--- src/rtl/dom_gf2_unmask_monitor.sv ---
// Recombines the d output shares of a pipelined masked GF(2^2) gadget and checks
// each plain result against a golden value delayed by the gadget latency.
module dom_gf2_unmask_monitor #(
  parameter int unsigned SHARES      = 2,
  parameter int unsigned LATENCY     = 1,
  parameter int unsigned NUM_VECTORS = 256,
  parameter int unsigned CNT_W       = 16
) (
  input  logic                  ClkxCI,
  input  logic                  RstxBI,
  input  logic                  StartxSI,
  input  logic                  ClearxSI,
  input  logic                  InValidxSI,
  input  logic [1:0]            ExpxDI,
  input  logic [2*SHARES-1:0]   _QxDI,
  output logic [1:0]            QxDO,
  output logic                  OutValidxSO,
  output logic                  MismatchxSO,
  output logic [CNT_W-1:0]      ErrCntxDO,
  output logic [CNT_W-1:0]      ChkCntxDO,
  output logic [CNT_W-1:0]      FirstErrIdxxDO,
  output logic                  FirstErrValidxSO,
  output logic                  BusyxSO,
  output logic                  DonexSO
);

  localparam int unsigned AW = $clog2(NUM_VECTORS + 1);

  typedef enum logic [1:0] {IDLE, RUN, DRAIN, DONE} state_e;

  state_e                   state_q, state_d;
  logic [AW-1:0]            acc_q, acc_d;
  logic [LATENCY-1:0]       dl_vld_q, dl_vld_d;
  logic [LATENCY-1:0][1:0]  dl_exp_q, dl_exp_d;
  logic [1:0]               q_q, q_d;
  logic                     ov_q, ov_d;
  logic                     mm_q, mm_d;
  logic [CNT_W-1:0]         err_q, err_d;
  logic [CNT_W-1:0]         chk_q, chk_d;
  logic [CNT_W-1:0]         fei_q, fei_d;
  logic                     fev_q, fev_d;
  logic                     busy_q, busy_d;
  logic                     done_q, done_d;

  logic [1:0]               q_rec;
  logic                     pend;
  logic                     cmp;
  logic                     accept;
  logic                     start_ok;

  // Share recombination and in-flight tracking (all stages except the compare stage)
  always_comb begin
    q_rec = 2'b00;
    for (int i = 0; i < int'(SHARES); i++) begin
      q_rec = q_rec ^ _QxDI[2*i +: 2];
    end
    pend = 1'b0;
    for (int i = 0; i < int'(LATENCY) - 1; i++) begin
      pend = pend | dl_vld_q[i];
    end
  end

  assign cmp      = dl_vld_q[LATENCY-1];
  assign accept   = (state_q == RUN) && InValidxSI;
  assign start_ok = StartxSI && ((state_q == IDLE) || (state_q == DONE));

  always_comb begin
    state_d     = state_q;
    acc_d       = acc_q;
    q_d         = q_q;
    ov_d        = 1'b0;
    mm_d        = 1'b0;
    err_d       = err_q;
    chk_d       = chk_q;
    fei_d       = fei_q;
    fev_d       = fev_q;
    dl_vld_d[0] = accept;
    dl_exp_d[0] = ExpxDI;
    for (int i = 1; i < int'(LATENCY); i++) begin
      dl_vld_d[i] = dl_vld_q[i-1];
      dl_exp_d[i] = dl_exp_q[i-1];
    end

    if (ClearxSI) begin
      state_d  = IDLE;
      acc_d    = '0;
      dl_vld_d = '0;
      err_d    = '0;
      chk_d    = '0;
      fei_d    = '0;
      fev_d    = 1'b0;
    end else begin
      if (cmp) begin
        q_d   = q_rec;
        ov_d  = 1'b1;
        mm_d  = (q_rec != dl_exp_q[LATENCY-1]);
        chk_d = chk_q + CNT_W'(1);
        if (q_rec != dl_exp_q[LATENCY-1]) begin
          if (err_q != {CNT_W{1'b1}}) begin
            err_d = err_q + CNT_W'(1);
          end
          if (!fev_q) begin
            fei_d = chk_q;
            fev_d = 1'b1;
          end
        end
      end

      case (state_q)
        IDLE, DONE: begin
          if (start_ok) begin
            state_d = RUN;
            acc_d   = '0;
            err_d   = '0;
            chk_d   = '0;
            fei_d   = '0;
            fev_d   = 1'b0;
          end
        end
        RUN: begin
          if (accept) begin
            acc_d = acc_q + AW'(1);
            if (acc_q == AW'(NUM_VECTORS - 1)) begin
              state_d = DRAIN;
            end
          end
        end
        DRAIN: begin
          if (cmp && !pend) begin
            state_d = DONE;
          end
        end
        default: state_d = IDLE;
      endcase
    end

    busy_d = (state_d == RUN) || (state_d == DRAIN);
    done_d = (state_d == DONE);
  end

  always_ff @(posedge ClkxCI or negedge RstxBI) begin
    if (!RstxBI) begin
      state_q  <= IDLE;
      acc_q    <= '0;
      dl_vld_q <= '0;
      dl_exp_q <= '0;
      q_q      <= '0;
      ov_q     <= 1'b0;
      mm_q     <= 1'b0;
      err_q    <= '0;
      chk_q    <= '0;
      fei_q    <= '0;
      fev_q    <= 1'b0;
      busy_q   <= 1'b0;
      done_q   <= 1'b0;
    end else begin
      state_q  <= state_d;
      acc_q    <= acc_d;
      dl_vld_q <= dl_vld_d;
      dl_exp_q <= dl_exp_d;
      q_q      <= q_d;
      ov_q     <= ov_d;
      mm_q     <= mm_d;
      err_q    <= err_d;
      chk_q    <= chk_d;
      fei_q    <= fei_d;
      fev_q    <= fev_d;
      busy_q   <= busy_d;
      done_q   <= done_d;
    end
  end

  assign QxDO             = q_q;
  assign OutValidxSO      = ov_q;
  assign MismatchxSO      = mm_q;
  assign ErrCntxDO        = err_q;
  assign ChkCntxDO        = chk_q;
  assign FirstErrIdxxDO   = fei_q;
  assign FirstErrValidxSO = fev_q;
  assign BusyxSO          = busy_q;
  assign DonexSO          = done_q;

endmodule

--- config.mk ---
export PLATFORM = sky130hd
export DESIGN_NAME = dom_gf2_unmask_monitor
export DESIGN_NICKNAME = d
export VERILOG_FILES = /design/src/rtl/dom_gf2_unmask_monitor.sv
export SDC_FILE = /design/constraint.sdc
export NUM_CORES = 1
export LEC_CHECK = 0
export ABC_AREA = 0
export CAP_MARGIN = 20
export CORE_MARGIN = 2
export CORE_UTILIZATION = 40
export DETAILED_ROUTE_END_ITERATION = 12
export GPL_ROUTABILITY_DRIVEN = 0
export PLACE_DENSITY = 0.71
export SYNTH_ARGS = -nofsm -noshare
export SYNTH_HDL_FRONTEND = slang
export SYNTH_SLANG_ARGS = --single-unit
--- constraint.sdc ---
create_clock -name ClkxCI -period 2.7 [get_ports ClkxCI]
set_input_delay 0.54 -clock ClkxCI [delete_from_list [all_inputs] [get_ports ClkxCI]]
set_output_delay 0.54 -clock ClkxCI [all_outputs]
set_load 0.01 [all_outputs]
* Yosys cells after proc, flatten, opt, wreduce, memory -nomap -nowiden
Index checks and enable logic that the tools add are counted.
** Word-level totals
- Logic and storage cells :: 74
- Bits in registers :: 69
- Output and inout port bits :: 55
- Input bits :: 11
** Operators by class
- Add/sub/neg operators :: 3
- Bitwise gates (word level) :: 2
- Reduce and logical (&&, ||, !) cells :: 9
- Equality and inequality tests :: 11
- Muxes and demuxes :: 36
** Operators with widths (number)
- $mux 16 :: 16
- $add 16x1->16 const B :: 2
- $mux 9 :: 3
- $pmux 9 s2 :: 1
- $ne 16x16->1 const B :: 1
- $mux 1 :: 10
- $mux 2 :: 5
- $add 9x1->9 const B :: 1
- $eq 9x8->1 const B :: 1
- $eq 2x2->1 const B :: 4
- $ne 3x3->1 const B :: 2
- $pmux 2 s3 :: 1
- $eq 2x1->1 const B :: 2
- $reduce_and 3->1 :: 1
- $reduce_bool 3->1 :: 1
- $logic_and 1x1->1 :: 2
- $logic_not 2->1 :: 1
- $logic_or 1x1->1 :: 2
- $ne 2x2->1 :: 1
- $reduce_and 2->1 :: 1
- $reduce_or 2->1 :: 1
- $xor 2x2->2 :: 1
- $not 1->1 :: 1

* Logic depth before layout (Yosys ltp)
- Depth in word-level cells :: 8
- Gate-level depth with buffers :: 10
- Depth with buffers taken out :: 10

* Worst setup path after synthesis
No wires, ideal clock.
- Path kind :: register to register
- From :: register state_q[0]
- To :: register fei_q[10], in the netlist FirstErrIdxxDO[10]
- Cell stages (with the launch flop) :: 9
- Buffers on the path :: 3
- Setup slack :: 738 ps
- Arrival time :: 1879 ps
- Library setup time :: 83 ps
- Data required time :: 2617 ps
- Period minus slack after synthesis :: 1962 ps
- Cell sequence :: dfrtp_1 inv_1 ha_1 clkbuf_1 a21oi_1 clkbuf_1 clkbuf_1 nand3_1 o21ai_0
** Between the ends
- Word-level cells in the longest chain between the ends :: 6
- Elaborated cells on any way between the ends :: 8
- Classes of those cells :: eq/ne: 1; mux: 3; reduce/logical: 4
** RTL lines
- start, declared :: line 31 : state_e state_q, state_d;
- start signal, assigned :: line 157 : state_q <= state_d;
- $eq 2x2->1 / $logic_not 2->1 (equally long branches) :: line 65, 109
- $logic_or 1x1->1 :: line 65 : assign start_ok = StartxSI && ((state_q == IDLE) || (state_q == DONE));
- $logic_and 1x1->1 :: line 65
- $mux 16 :: line 111 : if (start_ok) begin
- $mux 16 * :: line 109 : case (state_q)
- $mux 16 * :: line 84 : if (ClearxSI) begin
- net fei_d[10] :: line 40 : logic [CNT_W-1:0] fei_q, fei_d;
- end signal, assigned :: line 166 : fei_q <= fei_d;
- end, declared :: line 40
The timed path passes the listed nets; every way through them passes the cells marked *.
A chain may end at the register's enable or synchronous reset.

* Worst setup path in the final report
- From :: input port _QxDI[3]
- To :: register err_q[6], in the netlist ErrCntxDO[6]
** Between the ends
- Word-level cells in the longest chain between the ends :: 7
** RTL lines
- start, declared :: line 15 : input logic [2*SHARES-1:0] _QxDI,
- $xor 2x2->2 * :: line 55 : q_rec = q_rec ^ _QxDI[2*i +: 2];
- $ne 2x2->1 * :: line 98 : if (q_rec != dl_exp_q[LATENCY-1]) begin
- $mux 16 * :: line 98
- $mux 16 * :: line 93 : if (cmp) begin
- $mux 16 :: line 111
- $mux 16 * :: line 109
- $mux 16 * :: line 84
- net err_d[6] :: line 38 : logic [CNT_W-1:0] err_q, err_d;
- end signal, assigned :: line 164 : err_q <= err_d;
- end, declared :: line 38
Marks and branches as above.

==> flow_results.org <==
** Run status
- Outcome :: completed

** Drt
- Vias per cell :: about 5.6
- Wires add up to 7980 microns.
- For this block, the initial DRC count from the detailed router was 100.
- In this run the remaining antenna-violating nets after routing total 0.
- Number of remaining DRC errors :: 0
- In the final routed layout, each cell accounts on average for 15.0 microns.
- Number of vias in the routed layout :: roughly 3000
- Number of iterations in the first detailed-routing pass :: 4

** Global routing
- For this run the aggregate overflow at the end of global routing stands at 0.
- Largest net degree at the start of global routing :: 33
- The first global-routing pass estimated 13500 microns of wire.
- Antenna violations before repair :: 0
- GRT Resource Usage Total :: between 10% and 20%
- Vias in the first global route :: ~2900

** Setup path
- R2R Path Start :: acc_q[0]$_DFFE_PN0P_
- For the worst flop-to-flop path, the logic depth is 10.
- Worst path required time :: between 2 and 3 ns
- In this run the critical register-to-register path is captured at BusyxSO$_DFF_PN0_.
- The critical path in this run is classified as input port to register.
- Setup slack, reg-to-reg :: between 0.5 and 0.6 ns
- Crit end category :: register
- The worst setup path is launched from an input port.
- Data arrives at the worst endpoint at approximately 2.5 ns.
- Critical path peak fanout :: 16

** Timing
- The number of endpoints with negative hold slack in the final report came to 0.
- Setup repair after global routing left no endpoint under its margin.
- Remaining max-slew budget at the tightest pin :: 47.3%
- Clock skew on the completed layout was measured at 0.0123 ns.
- Setup TNS :: 0 ns
- For the finished layout, the period the worst path requires is roughly 2.2 ns.
- Actual transition at the worst max-transition pin :: a little under 0.8 ns
- Setup violations remaining at the end of the flow were counted as 0.
- The max-slew violation count was 0.
- Final period util :: 82.4%
- For this run, the top clock speed supported by timing is between 0.4 and 0.5 GHz.

** Die
- The die covers between 0.009 and 0.01 sq mm.
- Number of cell rows :: 33
- Starting Density :: between 40% and 50%
- During I/O placement, the number of pins put on the boundary was 66.
- Die height :: approximately 97 microns
- In this run the standard cell core region covers between 0.008 and 0.009 sq mm.
- In this run the horizontal extent of the chip is 96.5 microns.

** Power and ir drop
- Leakage :: 1.81 nW
- Cell internal power was estimated by the tool at around 1.6 mW.
- IR Drop Worst-Case VDD :: 0.278 mV
- Of the total power, registers draw 50.2%.
- In this run the power density over the cells is ~480 mW/mm^2.
- The share of total power dissipated in the clock network is between 40% and 50%.
- Net switching power :: about 0.51 mW
- Net switching share of the total power :: between 20% and 30%
- Gate power share :: under 10%

** Synth
- Cell area after technology mapping :: 0.00342 sq mm
- The number of nets handed over by synthesis was approximately 370.
- The most used flip-flop cell after synthesis is dfrtp_1.
- Post-Synthesis Mean Instance Area :: roughly 9.6 sq um
- Proportion of register bits with asynchronous set or reset after synthesis :: 100%
- Seq/Total Area, Yosys :: 50.4%
- The number of different library cells used by synthesis comes to between 40 and 50.
- The Yosys step of the flow raised 0 warnings.
- In this run, synthesis inferred 0 flip-flops with an integrated enable.
- Synthesis inferred 69 register bits.
- After technology mapping, the gate count stands at 355.

** Clock tree
- Number of buffers on the longest clock path :: 2
- Clock tree sinks :: around 70
- In this run the clock root is driven by a clkbuf_8.
- Post-CTS repair changed the size of 0 cells.
- Buffers inserted to repair hold after CTS numbered 0.
- The later pin in the worst-skew pair is clocked with a latency of between 0.3 and 0.4 ns.
- TritonCTS clock tree :: yes
- Clock buffers created by TritonCTS :: 9
- H-tree level count :: 3
- Number of setup buffers added after CTS :: 0
- After clock tree synthesis, the clock-pin slew on the worst setup and hold paths is about 0.080 ns.

** Final layout
- The net count of the finished layout is between 400 and 500.
- Leaving out fill and tap cells, the most frequent cell in the layout is dfrtp_1.
- The sequential cells in the finished layout cover a total of between 0.0015 and 0.002 sq mm.
- The multi-input combinational cells in the finished layout cover a total of about 0.0016 sq mm.
- At the end of the flow the core is filled with cells to a little over half.
- Counting the fill cells in the layout gives 759.
- Leaving out fill and tap cells, the most frequent cells in the layout are dfrtp_1 (69), clkdlybuf4s50_1 (64), nand2_1 (38), nand3_1 (34), o21ai_0 (32).
- Count of inserted antenna diode cells :: 0
- The post-route netlist has 7.24% of its cells at a drive strength greater than 1.
- Post-synthesis to final-layout area growth :: 30.0%

** Place
- Detailed placement ended at an HPWL of roughly 5600 microns.
- Total of buffers placed on input and output ports :: 65

** Flow run
- Across the run, the number of max-cap violations was 0.

** Min path
- Worst Hold Class :: input port to asynchronous set/reset pin
logic make-up after synthesis:
| family | Yosys count | share of synthesized area [%] |
|---|---|---|
| xor gates and xnor gates | 15 | 4.64 |
| and+or+nand+nor | 149 | 22.6 |
| adders and majority gates | 7 | 2.56 |
| AOI/OAI and AO/OA | 84 | 15.3 |
| DFF | 69 | 50.4 |
| muxes | 5 | 1.46 |
| buffers and inverters | 26 | 3.03 |
synth_stat cells, types with 6 or more instances:
| library cell | count | area [sq um] |
|---|---|---|
| nand2_1 | 38 | 143 |
| o31ai_1 | 8 | 60.1 |
| ha_1 | 7 | 87.6 |
| nand4_1 | 9 | 56.3 |
| nand2b_1 | 7 | 43.8 |
| inv_1 | 8 | 30.0 |
| or4_1 | 8 | 60.1 |
| o21ai_0 | 32 | 160 |
| dfrtp_1 | 69 | 1730 |
| xnor2_1 | 7 | 61.3 |
| clkbuf_1 | 12 | 45.0 |
| nor2_1 | 26 | 97.6 |
| xor2_1 | 6 | 52.6 |
| a21oi_1 | 17 | 85.1 |
| nand3_1 | 34 | 170 |
| a31oi_1 | 6 | 37.5 |
sequential cells by signal, summed over array words and instances (netlist names):
register / flops
ChkCntxDO: 16
ErrCntxDO: 16
FirstErrIdxxDO: 16
acc_q: 9
QxDO: 2
dl_exp_q: 2
state_q: 2
BusyxSO: 1
DonexSO: 1
FirstErrValidxSO: 1
MismatchxSO: 1
OutValidxSO: 1
cmp: 1
through the flow:
| stage | worst slack [ns] | hold WS [ns] | power [mW] | instances | cell area (sq um) |
|---|---|---|---|---|---|
| 3_3_place_gp | 0.154 | 0.464 | 1.28 | 518 | 4250 |
| 5_1_grt | 0.222 | 0.202 | 2.21 | 533 | 4450 |
| 2_1_floorplan | 0.738 | 0.244 | 1.17 | 355 | 3420 |
| 3_5_place_dp | 0.125 | 0.471 | 1.29 | 518 | 4250 |
| 4_1_cts | 0.492 | 0.185 | 2.15 | 533 | 4450 |
| 6_report | 0.476 | 0.179 | 2.11 | 533 | 4450 |
worst max-delay path by stage:
stage	from	to	cells after the start
floorplan	state_q[0]$_DFF_PN0_	FirstErrIdxxDO[10]$_DFF_PN0_	8
global placement	_QxDI[3]	ErrCntxDO[3]$_DFF_PN0_	5
detailed placement	_QxDI[3]	ErrCntxDO[6]$_DFF_PN0_	5
CTS	_QxDI[3]	ErrCntxDO[6]$_DFF_PN0_	5
global route	acc_q[0]$_DFFE_PN0P_	BusyxSO$_DFF_PN0_	10
finish	_QxDI[3]	ErrCntxDO[6]$_DFF_PN0_	5
layer usage:
| metal | part of all wire (%) | GRT usage (%) | routed length, microns |
|---|---|---|---|
| met5 | 0 | 0 | 0 |
| met4 | 1.5 | 7.75 | 119 |
| met3 | 4.5 | 3.65 | 358 |
| met2 | 49 | 30.2 | 3890 |
| met1 | 45 | 24.6 | 3610 |
critical path, cell delays in order:
cell and delay, ns:
clkdlybuf4s50_1 0.49, xnor3_1 0.42, a21o_1 0.35, or4_1 0.55
a21oi_1 0.15
cell type report:
type,count,share of cell area (%)
sequential,69,38.8
multi-input combinational,260,36.2
timing repair buffer,76,16.9
clock buffer,11,3.40
tap,105,2.95
clock inverter,4,1.07
inverter,8,0.675
power groups by stage:
stage | Sequential (mW) | Combinational (mW) | Clock (mW)
3_5_place_dp | 1.08 | 0.202 | 0
2_1_floorplan | 1.09 | 0.0871 | 0
3_3_place_gp | 1.08 | 0.198 | 0
5_1_grt | 1.06 | 0.224 | 0.922
6_report | 1.06 | 0.199 | 0.853
4_1_cts | 1.06 | 0.203 | 0.881
Note: power is estimated with default switching activity, not from simulation.
